### config.mk
export PLATFORM = sky130hd
export DESIGN_NAME = seq_muldiv
export DESIGN_NICKNAME = d
export VERILOG_FILES = /design/src/rtl/seq_muldiv.sv
export SDC_FILE = /design/constraint.sdc
export NUM_CORES = 1
export LEC_CHECK = 0
export ABC_AREA = 1
export ABC_CLOCK_PERIOD_IN_PS = 3000
export CAP_MARGIN = 10
export CORE_UTILIZATION = 60
export DETAILED_ROUTE_END_ITERATION = 8
export PLACE_DENSITY_LB_ADDON = 0.12
export SLEW_MARGIN = 25
export SYNTH_ARGS = -nofsm -noshare
export SYNTH_HDL_FRONTEND = slang
export SYNTH_SLANG_ARGS = --single-unit
### constraint.sdc
create_clock -name clk -period 3 [get_ports clk]
set_input_delay 0.6 -clock clk [delete_from_list [all_inputs] [get_ports clk]]
set_output_delay 0.6 -clock clk [all_outputs]
set_load 0.05 [all_outputs]
### src/rtl/seq_muldiv.sv
// rtl/seq_muldiv.sv - iterative unsigned multiply/divide unit with register-file write-back
//
// Purpose: shift-add multiply or restoring divide over WIDTH cycles, then a
// single-cycle write-back into the register file (WE3/A3/WD3).
//
// Ports:
//   clk      in   1       clock, all state on posedge
//   reset    in   1       synchronous, active-high
//   start    in   1       request, accepted only in IDLE
//   op       in   2       00 MULL, 01 MULH, 10 DIV, 11 REM
//   a        in   WIDTH   operand A / dividend (RD1)
//   b        in   WIDTH   operand B / divisor  (RD2)
//   dst      in   ADDR_W  destination register
//   busy     out  1       high in RUN and WB
//   wb_we    out  1       one-cycle write-enable pulse
//   wb_addr  out  ADDR_W  write-back address (held until next WB)
//   wb_data  out  WIDTH   write-back data (held until next WB)
//   dbz      out  1       divide-by-zero, pulses with wb_we

module seq_muldiv #(
  parameter int WIDTH  = 8,
  parameter int ADDR_W = 3
) (
  input  logic              clk,
  input  logic              reset,
  input  logic              start,
  input  logic [1:0]        op,
  input  logic [WIDTH-1:0]  a,
  input  logic [WIDTH-1:0]  b,
  input  logic [ADDR_W-1:0] dst,
  output logic              busy,
  output logic              wb_we,
  output logic [ADDR_W-1:0] wb_addr,
  output logic [WIDTH-1:0]  wb_data,
  output logic              dbz
);

  localparam int CNT_W = (WIDTH > 1) ? $clog2(WIDTH) : 1;
  localparam logic [CNT_W-1:0] LAST_ITER = CNT_W'(WIDTH - 1);

  typedef enum logic [1:0] {
    S_IDLE = 2'd0,
    S_RUN  = 2'd1,
    S_WB   = 2'd2
  } state_e;

  state_e              state_q, state_d;
  logic [CNT_W-1:0]    cnt_q, cnt_d;
  logic [1:0]          op_q, op_d;
  logic [ADDR_W-1:0]   dst_q, dst_d;
  logic [WIDTH-1:0]    b_q, b_d;
  // Shared accumulator.
  //   multiply: [2W-1:W] product high half, [W-1:0] multiplier shifting out
  //             while product low bits shift in.
  //   divide:   [2W-1:W] partial remainder, [W-1:0] dividend shifting out
  //             while quotient bits shift in.
  logic [2*WIDTH-1:0]  acc_q, acc_d, acc_step;
  logic [ADDR_W-1:0]   wb_addr_q, wb_addr_d;
  logic [WIDTH-1:0]    wb_data_q, wb_data_d;

  logic [WIDTH:0]      mul_sum;
  logic [WIDTH:0]      div_shift;
  logic [WIDTH:0]      div_trial;

  // One iteration of either algorithm, selected by the latched op.
  always_comb begin
    mul_sum = {1'b0, acc_q[2*WIDTH-1:WIDTH]};
    if (acc_q[0]) begin
      mul_sum = mul_sum + {1'b0, b_q};
    end

    div_shift = {acc_q[2*WIDTH-1:WIDTH], acc_q[WIDTH-1]};
    div_trial = div_shift - {1'b0, b_q};

    if (op_q[1]) begin
      // The partial remainder stays below the divisor, so a non-negative
      // trial result always fits in WIDTH bits and bit WIDTH is a pure sign.
      // With b=0 every trial succeeds: quotient all-ones, remainder = a.
      if (!div_trial[WIDTH]) begin
        acc_step = {div_trial[WIDTH-1:0], acc_q[WIDTH-2:0], 1'b1};
      end else begin
        acc_step = {div_shift[WIDTH-1:0], acc_q[WIDTH-2:0], 1'b0};
      end
    end else begin
      // Carry-out of the add becomes the new product MSB after the shift.
      acc_step = {mul_sum, acc_q[WIDTH-1:1]};
    end
  end

  // Next-state and datapath control.
  always_comb begin
    state_d   = state_q;
    cnt_d     = cnt_q;
    op_d      = op_q;
    dst_d     = dst_q;
    b_d       = b_q;
    acc_d     = acc_q;
    wb_addr_d = wb_addr_q;
    wb_data_d = wb_data_q;

    case (state_q)
      S_IDLE: begin
        if (start) begin
          state_d = S_RUN;
          cnt_d   = '0;
          op_d    = op;
          dst_d   = dst;
          b_d     = b;
          acc_d   = {{WIDTH{1'b0}}, a};
        end
      end

      S_RUN: begin
        acc_d = acc_step;
        if (cnt_q == LAST_ITER) begin
          state_d   = S_WB;
          cnt_d     = '0;
          wb_addr_d = dst_q;
          // op[0] picks the upper half for both MULH and REM.
          wb_data_d = op_q[0] ? acc_step[2*WIDTH-1:WIDTH] : acc_step[WIDTH-1:0];
        end else begin
          cnt_d = cnt_q + 1'b1;
        end
      end

      S_WB: begin
        state_d = S_IDLE;
      end

      default: begin
        state_d = S_IDLE;
      end
    endcase
  end

  always_ff @(posedge clk) begin
    if (reset) begin
      state_q   <= S_IDLE;
      cnt_q     <= '0;
      op_q      <= '0;
      dst_q     <= '0;
      b_q       <= '0;
      acc_q     <= '0;
      wb_addr_q <= '0;
      wb_data_q <= '0;
    end else begin
      state_q   <= state_d;
      cnt_q     <= cnt_d;
      op_q      <= op_d;
      dst_q     <= dst_d;
      b_q       <= b_d;
      acc_q     <= acc_d;
      wb_addr_q <= wb_addr_d;
      wb_data_q <= wb_data_d;
    end
  end

  assign busy    = (state_q != S_IDLE);
  assign wb_we   = (state_q == S_WB);
  assign dbz     = (state_q == S_WB) && op_q[1] && (b_q == '0);
  assign wb_addr = wb_addr_q;
  assign wb_data = wb_data_q;

endmodule

Yosys cells after proc, flatten, opt, wreduce, memory -nomap -nowiden
Cells that the tools add are included.
{ "word_totals": {"regBits": 45, "in_bits": 24, "output_inout_bits": 14} }
{ "op_classes": {"n_addsub": 3, "n_eq_ne": 5, "muxes": 12, "n_reduce_logical": 10} }
{ "op_table": {"columns": ["cell", "n"], "rows": [
  ["16-bit 2-to-1 mux", 3],
  ["16-bit case mux with 2 select lines", 1],
  ["8-bit by 8-bit adder with 9-bit output", 1],
  ["9-bit 2-to-1 mux", 1],
  ["9-bit by 8-bit subtractor with 9-bit output", 1],
  ["8-bit zero test", 1],
  ["8-bit 2-to-1 mux", 1],
  ["2-bit AND reduction", 4],
  ["3-bit 2-to-1 mux", 2],
  ["3-bit case mux with 2 select lines", 1],
  ["2-bit 2-to-1 mux", 2],
  ["2-bit inequality test, second input constant", 2],
  ["2-bit case mux with 2 select lines", 1],
  ["2-bit nonzero test", 2],
  ["3-bit by 1-bit adder with 3-bit output, second input constant", 1],
  ["3-bit == test, second input constant", 1],
  ["2-bit by 1-bit == test with 1-bit output, second input constant", 1],
  ["2-bit == test, second input constant", 1],
  ["1-bit logical AND", 2],
  ["2-bit zero test", 1]
]} }

Depth between registers and ports, before layout
Gate-level depths: netlist of run 1.
{ "logic_depth": {"depth_word": 4, "ltp_mapped": 16, "ltp_nobuf": 16} }

Least setup slack after synthesis of run 1
OpenSTA, ideal clock, no wires.
{ "synth_path": {"path_type": "register to output", "from": "reg state_q[1]", "to": "out dbz", "arrival_time_ps": 2672, "t_required_ps": 2400, "setup_slack_ps": -272, "path_stages_with_launch": 5, "n_path_buf": 0, "cell_sequence": "dfxtp_1 > inv_1 > nor2_1 > nand4_1 > nor4_1"} }
{ "synth_via": {"elab_chain_cells": 3} }
{ "synth_rtl": {"columns": ["item", "line", "text"], "rows": [
  ["start: declaration", "47", "state_e state_q, state_d;"],
  ["start signal: assignment", "147", "state_q <= state_d;"],
  ["2-bit == test", null, null],
  ["named net wb_we", "32", "output logic wb_we,"],
  ["1-bit logical AND (2 in a row)", "160", "assign dbz = (state_q == S_WB) && op_q[1] && (b_q == '0);"],
  ["end: declaration", "35", "output logic dbz"]
]} }
The timed path passes the listed nets, and every way through them passes these cells.

Worst setup path in the final report of run 1
{ "layout_path": {"from": "reg op_q[1]", "to": "out dbz"} }
{ "layout_via": {"elab_chain_cells": 2} }
{ "layout_rtl": {"columns": ["item", "line", "text"], "rows": [
  ["start: declaration", "49", "logic [1:0] op_q, op_d;"],
  ["start signal: assignment", "149", "op_q <= op_d;"],
  ["1-bit logical AND (2 in a row)", "160", null]
]} }
Every way passes these cells.

==> results.py, run 1 <==
metrics = {
    "synth": {
        "synthMuxAreaShare_pct": 0,
        "ys_warn_count": 0,
        "synthXorXnorAreaFrac_pct": 1.464,
        "avgSynthCellArea_um2": 6.336,
        "ys.flop_type": "dfxtp_1",
        "syn-num-nets": 516,
        "synth_compound_area_share_pct": 15.86,
        "synthAdderAreaFrac_pct": 8.870,
        "synth_top_family_by_area": "simple AND/OR/NAND/NOR gates",
        "synth-simple-area-share_pct": 32.76,
        "synthArstFlopShare_pct": 0,
        "synth.cell_area_mm2": 0.002990,
        "yosysSeqAreaShare_pct": 30.13,
        "synth.distinct_cells": 30,
        "synth_edf_count": 0,
        "ys_ff_latch": 45,
        "netlist_instances": 472,
    },
    "worst_setup_path": {
        "cp-end-kind": "output port",
        "crit_path_max_incr_delay_ns": 0.48,
        "path_cells": "inv_1 > nor4_1 > nand4_1 > nor4_2 > buf_12",
        "cpMaxStageDelayCell": "nor4_1",
        "regToRegSetupSlack_ns": 0.78,
        "criticalPathCategory": "flip-flop to output port",
        "crit_fanout": 6,
        "critPathTopFamily": "simple AND/OR/NAND/NOR gates",
        "critical_path_buf_inv_count": 2,
        "crit_required_ns": 2.40,
        "cp-start-kind": "flip-flop",
        "arrival_ns": 1.92,
    },
    "final_layout": {
        "fillers": 424,
        "syn_to_final_growth_pct": 17.61,
        "final_cells": 573,
        "antenna_cells": 0,
        "layout-drive-gt1-share_pct": 7.115,
        "final_nets": 549,
        "multi_input_comb_area_mm2": 0.001769,
        "stdcell_area_mm2": 0.003517,
        "regArea_um2": 900.9,
        "finalCoreUtilization_pct": 73.97,
    },
    "route": {
        "drtIter0Drc": 247,
        "vias": 3155,
        "first_pass_iters": 5,
        "wl_per_cell_um": 13.32,
        "totalWireLength_mm": 7.635,
        "drc": 0,
        "via_per_inst": 5.506,
        "postRouteAntennaNets": 0,
    },
    "sta": {
        "finalSetupViolCount": 0,
        "fin_tns_setup_ns": 0,
        "hold_viol_final": 0,
        "hold_slack_ns": 0.4666,
        "fin_ws_ns": 0.4781,
        "period_share_pct": 84.06,
        "finalMaxSlewViolations": 0,
        "slew_headroom_pct": 54.57,
        "max_freq_mhz": 396.5,
        "finalClockSkew_ns": 0.004984,
        "rsz0062_at_grt": "false",
        "tightest_slew_ns": 0.6743,
        "min_period_ns": 2.522,
    },
    "clocking": {
        "clk_pin_slew_worst_paths_ns": 0.10,
        "cts_resized": 0,
        "postCtsSetupRepairBufs": 0,
        "holdBufCountCts": 0,
        "cts-root-buf": "clkbuf_8",
        "cts_tree": "done",
        "insertion_delay_ns": 0.31,
        "cts_buffers": 5,
        "cts_buffer_depth": 2,
        "clock-sinks": 45,
        "cts.htree.levels": 2,
    },
    "die": {
        "num_rows": 25,
        "ios": 38,
        "initial_utilization_pct": 62.89,
        "die_y_um": 72.60,
        "die-area_mm2": 0.005270,
        "die_w_um": 72.60,
        "core_area_mm2": 0.004755,
    },
    "placement": {
        "portBuffers": 37,
        "gp_congestion": 0.8692,
        "dpl_cell_area_mm2": 0.003423,
        "dp_hpwl_mm": 5.613,
        "place_ws_ns": 0.8057,
        "dp_cells": 565,
    },
    "pwr": {
        "power_mw": 1.493,
        "cellLeakagePower_nw": 1.669,
        "vdd_ir_drop_max_mv": 0.3407,
        "pwr_density_cell_mw_per_mm2": 424.6,
    },
    "global_routing": {
        "grt_start_max_net_pins": 29,
        "grt_pass1_wl_mm": 12.97,
        "antenna_found_initial": 0,
        "grt_use_total_pct": 31.62,
        "overflow": 0,
        "grt_pass1_vias": 2862,
    },
    "run": {
        "maxCapViolCount": 0,
    },
    "min_path": {
        "hold_path.class": "flip-flop to flip-flop",
    },
    "status": {
        "status": "completed",
    },
}
-- final cells by class --
| cell class | count | area share [%] |
|---|---|---|
| Multi-Input combinational cell | 344 | 50.30 |
| Sequential cell | 45 | 25.61 |
| Timing Repair Buffer | 42 | 11.88 |
| Inverter | 67 | 7.150 |
| Tap cell | 67 | 2.383 |
| Clock buffer | 5 | 1.957 |
| Clock inverter | 3 | 0.7115 |
-- flip-flops by register name (all words and copies together) (netlist names) --
register / count
cnt_q: 3
state_q: 2
op_q: 2
wb_addr: 3
acc_q: 16
b_q: 8
wb_data: 8
dst_q: 3
-- worst paths after layout --
| check | from | end | cells after the start |
|---|---|---|---|
| worst max-delay path | op_q[1]$_SDFFE_PP0P_ | dbz | 5 |
| worst min-delay path | wb_addr[0]$_SDFFE_PP0P_ | wb_addr[0]$_SDFFE_PP0P_ | 2 |
| worst max register to register | b_q[0]$_SDFFE_PP0P_ | wb_data[1]$_SDFFE_PP0P_ | 13 |
| worst min register to register | wb_addr[0]$_SDFFE_PP0P_ | wb_addr[0]$_SDFFE_PP0P_ | 2 |
-- kinds of logic (layout without fill, tap and decap cells) --
group	Yosys count	in the layout
and+or+nand+nor	234	234
AOI/OAI and AO/OA	85	85
buffers and inverters	83	117
DFF	45	45
adders and majority gates	20	20
xor gates and xnor gates	5	5
-- cell usage after synthesis, drive strengths merged, types with 3 or more instances --
cell type / count / area share, %
xnor2: 3 / 0.88
ha: 18 / 7.5
or2: 3 / 0.63
nand2: 166 / 22
clkbuf: 9 / 1.1
nand3: 31 / 5.4
buf: 7 / 1.4
o21ai: 33 / 5.5
dfxtp: 45 / 30
a21oi: 43 / 8.2
nor2: 28 / 3.7
nand4: 4 / 0.84
inv: 66 / 8.3
-- tightest hold or removal path, cell delays in order, from the launching register on --
cell and delay (ns):
dfxtp_1 0.32, nand2_1 0.06, a21oi_1 0.05
-- routing by layer --
metal	vias to the layer above	part of all wire (%)	global-route usage, %
li1	1567	-	-
met1	1411	45	43.30
met2	160	45	50.05
met3	17	8.8	4.834
met4	0	1.9	12.42
met5	-	0	0
-- cells in the final DEF, fill, tap and decap left out, types with 3 or more instances in the layout --
cell type / n
a21oi_1: 35
a21oi_2: 8
buf_4: 5
clkbuf_8: 5
clkdlybuf4s50_1: 36
dfxtp_1: 45
ha_1: 18
inv_1: 66
nand2_1: 158
nand2_2: 6
nand3_1: 30
nand4_1: 4
nor2_1: 26
o21ai_0: 33
xnor2_1: 3
-- report_power, final --
part	total [mW]	switching, mW	leakage (nW)	internal [mW]
sequential	0.660	0.0324	0.368	0.627
clock	0.411	0.241	0.0452	0.170
combinational	0.423	0.263	1.26	0.160
total	1.49	0.536	1.67	0.957
Power figures use the tool's default switching activity.
==> run 2, diff against run 1 <==
ABC_CLOCK_PERIOD_IN_PS = 2400   (was 3000)
CORE_UTILIZATION = 56   (was 60)
clock period = 2.4 ns   (was 3 ns; I/O delays follow)
==> run 2 against run 1 <==
Flip-flop and latch count unchanged. Worst hold slack worse by 0.0033 ns. Non-clock buffer count up 1. Clock skew up 0.0040 ns. Combinational power up 25%. Via count down 3.4%. Clock-buffer cell count unchanged. Global-route usage down 2.5 points. Sequential share of layout area down 0.12 points. Cell count up 0.70%. Power up 23%. Core utilization down 5.2 points.
==> results.py, run 2 (synthesis gave the netlist of run 1 again) <==
metrics = {
    "route": {
        "drc": 0,
        "wl_per_cell_um": 13.11,
        "postRouteAntennaNets": 0,
        "drtIter0Drc": 189,
        "via_per_inst": 5.284,
        "totalWireLength_mm": 7.562,
        "vias": 3049,
        "first_pass_iters": 5,
    },
    "final_layout": {
        "final_cells": 577,
        "syn_to_final_growth_pct": 18.16,
        "top_register": "acc_q",
        "fillers": 474,
        "final_cell_mix": "nand2_1, inv_1, dfxtp_1",
        "layout_commonest_cell": "nand2_1",
        "largest_reg_flops": 16,
        "antenna_cells": 0,
        "stdcell_area_mm2": 0.003533,
        "layout-drive-gt1-share_pct": 7.298,
        "final_nets": 550,
    },
    "die": {
        "die_y_um": 75.08,
        "die-area_mm2": 0.005636,
        "initial_utilization_pct": 58.18,
        "num_rows": 26,
        "core_area_mm2": 0.005140,
        "ios": 38,
        "die_w_um": 75.08,
    },
    "sta": {
        "slew_headroom_pct": 58.74,
        "max_freq_mhz": 426.2,
        "finalSetupViolCount": 0,
        "hold_viol_final": 0,
        "rsz0062_at_grt": "false",
        "finalMaxSlewViolations": 0,
        "period_share_pct": 97.77,
        "min_period_ns": 2.347,
        "fin_tns_setup_ns": 0,
        "tightest_slew_ns": 0.6182,
        "fin_ws_ns": 0.05348,
        "finalClockSkew_ns": 0.008940,
    },
    "global_routing": {
        "grt_pass1_wl_mm": 12.30,
        "grt_pass1_vias": 2677,
        "grt_start_max_net_pins": 29,
        "antenna_found_initial": 0,
        "grt_use_total_pct": 29.09,
        "overflow": 0,
    },
    "placement": {
        "portBuffers": 37,
        "place_ws_ns": 0.3028,
        "dp_hpwl_mm": 5.729,
        "dpl_cell_area_mm2": 0.003443,
        "dp_cells": 569,
        "gp_congestion": 0.8966,
    },
    "worst_setup_path": {
        "crit_fanout": 6,
        "cp-start-kind": "flip-flop",
        "crit_required_ns": 1.92,
        "cp-end-kind": "output port",
        "arrival_ns": 1.87,
        "criticalPathCategory": "flip-flop to output port",
    },
    "clocking": {
        "insertion_delay_ns": 0.31,
        "cts_buffer_depth": 2,
        "clock-sinks": 45,
        "cts.htree.levels": 2,
        "cts_buffers": 5,
        "postCtsSetupRepairBufs": 0,
        "cts_resized": 0,
        "cts_tree": "done",
        "cts-root-buf": "clkbuf_8",
        "clk_pin_slew_worst_paths_ns": 0.09,
        "holdBufCountCts": 0,
    },
    "min_path": {
        "hold_path.class": "flip-flop to flip-flop",
    },
    "pwr": {
        "vdd_ir_drop_max_mv": 0.4387,
        "pwr_density_cell_mw_per_mm2": 521.4,
        "cellLeakagePower_nw": 1.674,
    },
    "status": {
        "status": "completed",
    },
    "run": {
        "maxCapViolCount": 0,
    },
}
run 2: area by class of cell:
cell class                 count  area [µm²]  share of cell area (%)
sequential                    45       900.9                   25.50
clock inverter                 3       21.27                  0.6020
timing repair buffer          43       425.4                   12.04
tap                           70       87.58                   2.479
multi-input combinational    344        1778                   50.32
clock buffer                   5       68.82                   1.948
inverter                      67       251.5                   7.118
run 2: final timing paths:
check | slack, ns | depth (start not counted) | endpoint | startpoint
worst max register to register | 0.30 | 14 | wb_data[7]$_SDFFE_PP0P_ | b_q[0]$_SDFFE_PP0P_
worst min-delay path | 0.46 | 2 | wb_addr[1]$_SDFFE_PP0P_ | dst_q[1]$_SDFFE_PP0P_
worst max-delay path | 0.05 | 5 | dbz | op_q[1]$_SDFFE_PP0P_
worst min register to register | 0.46 | 2 | wb_addr[1]$_SDFFE_PP0P_ | dst_q[1]$_SDFFE_PP0P_
run 2: report_power, final:
group          switching, mW  internal, mW
Sequential            0.0415         0.784
Combinational          0.327         0.202
Clock                  0.282         0.207
Total                  0.650          1.19
run 2: through the flow:
stage	utilization [%]	hold WS (ns)	power, mW
floorplan	-	0.4327	1.222
global placement	66.99	0.4490	1.354
detailed placement	66.99	0.4540	1.362
CTS	68.74	0.4666	1.839
global route	68.74	0.4913	1.948
finish	68.74	0.4633	1.842
run 2: worst max-delay path, stage by stage (launching register included):
cell,delay [ns]
dfxtp_1,0.33
inv_1,0.14
nor4_1,0.45
nand4_1,0.23
nor4_4,0.24
buf_12,0.18
run 2: routing by layer:
layer / track usage, % / wire, µm
met3: 4.953 / 445
met1: 39.11 / 3515
met5: 0 / 0
met2: 49.25 / 3516
met4: 5.660 / 84
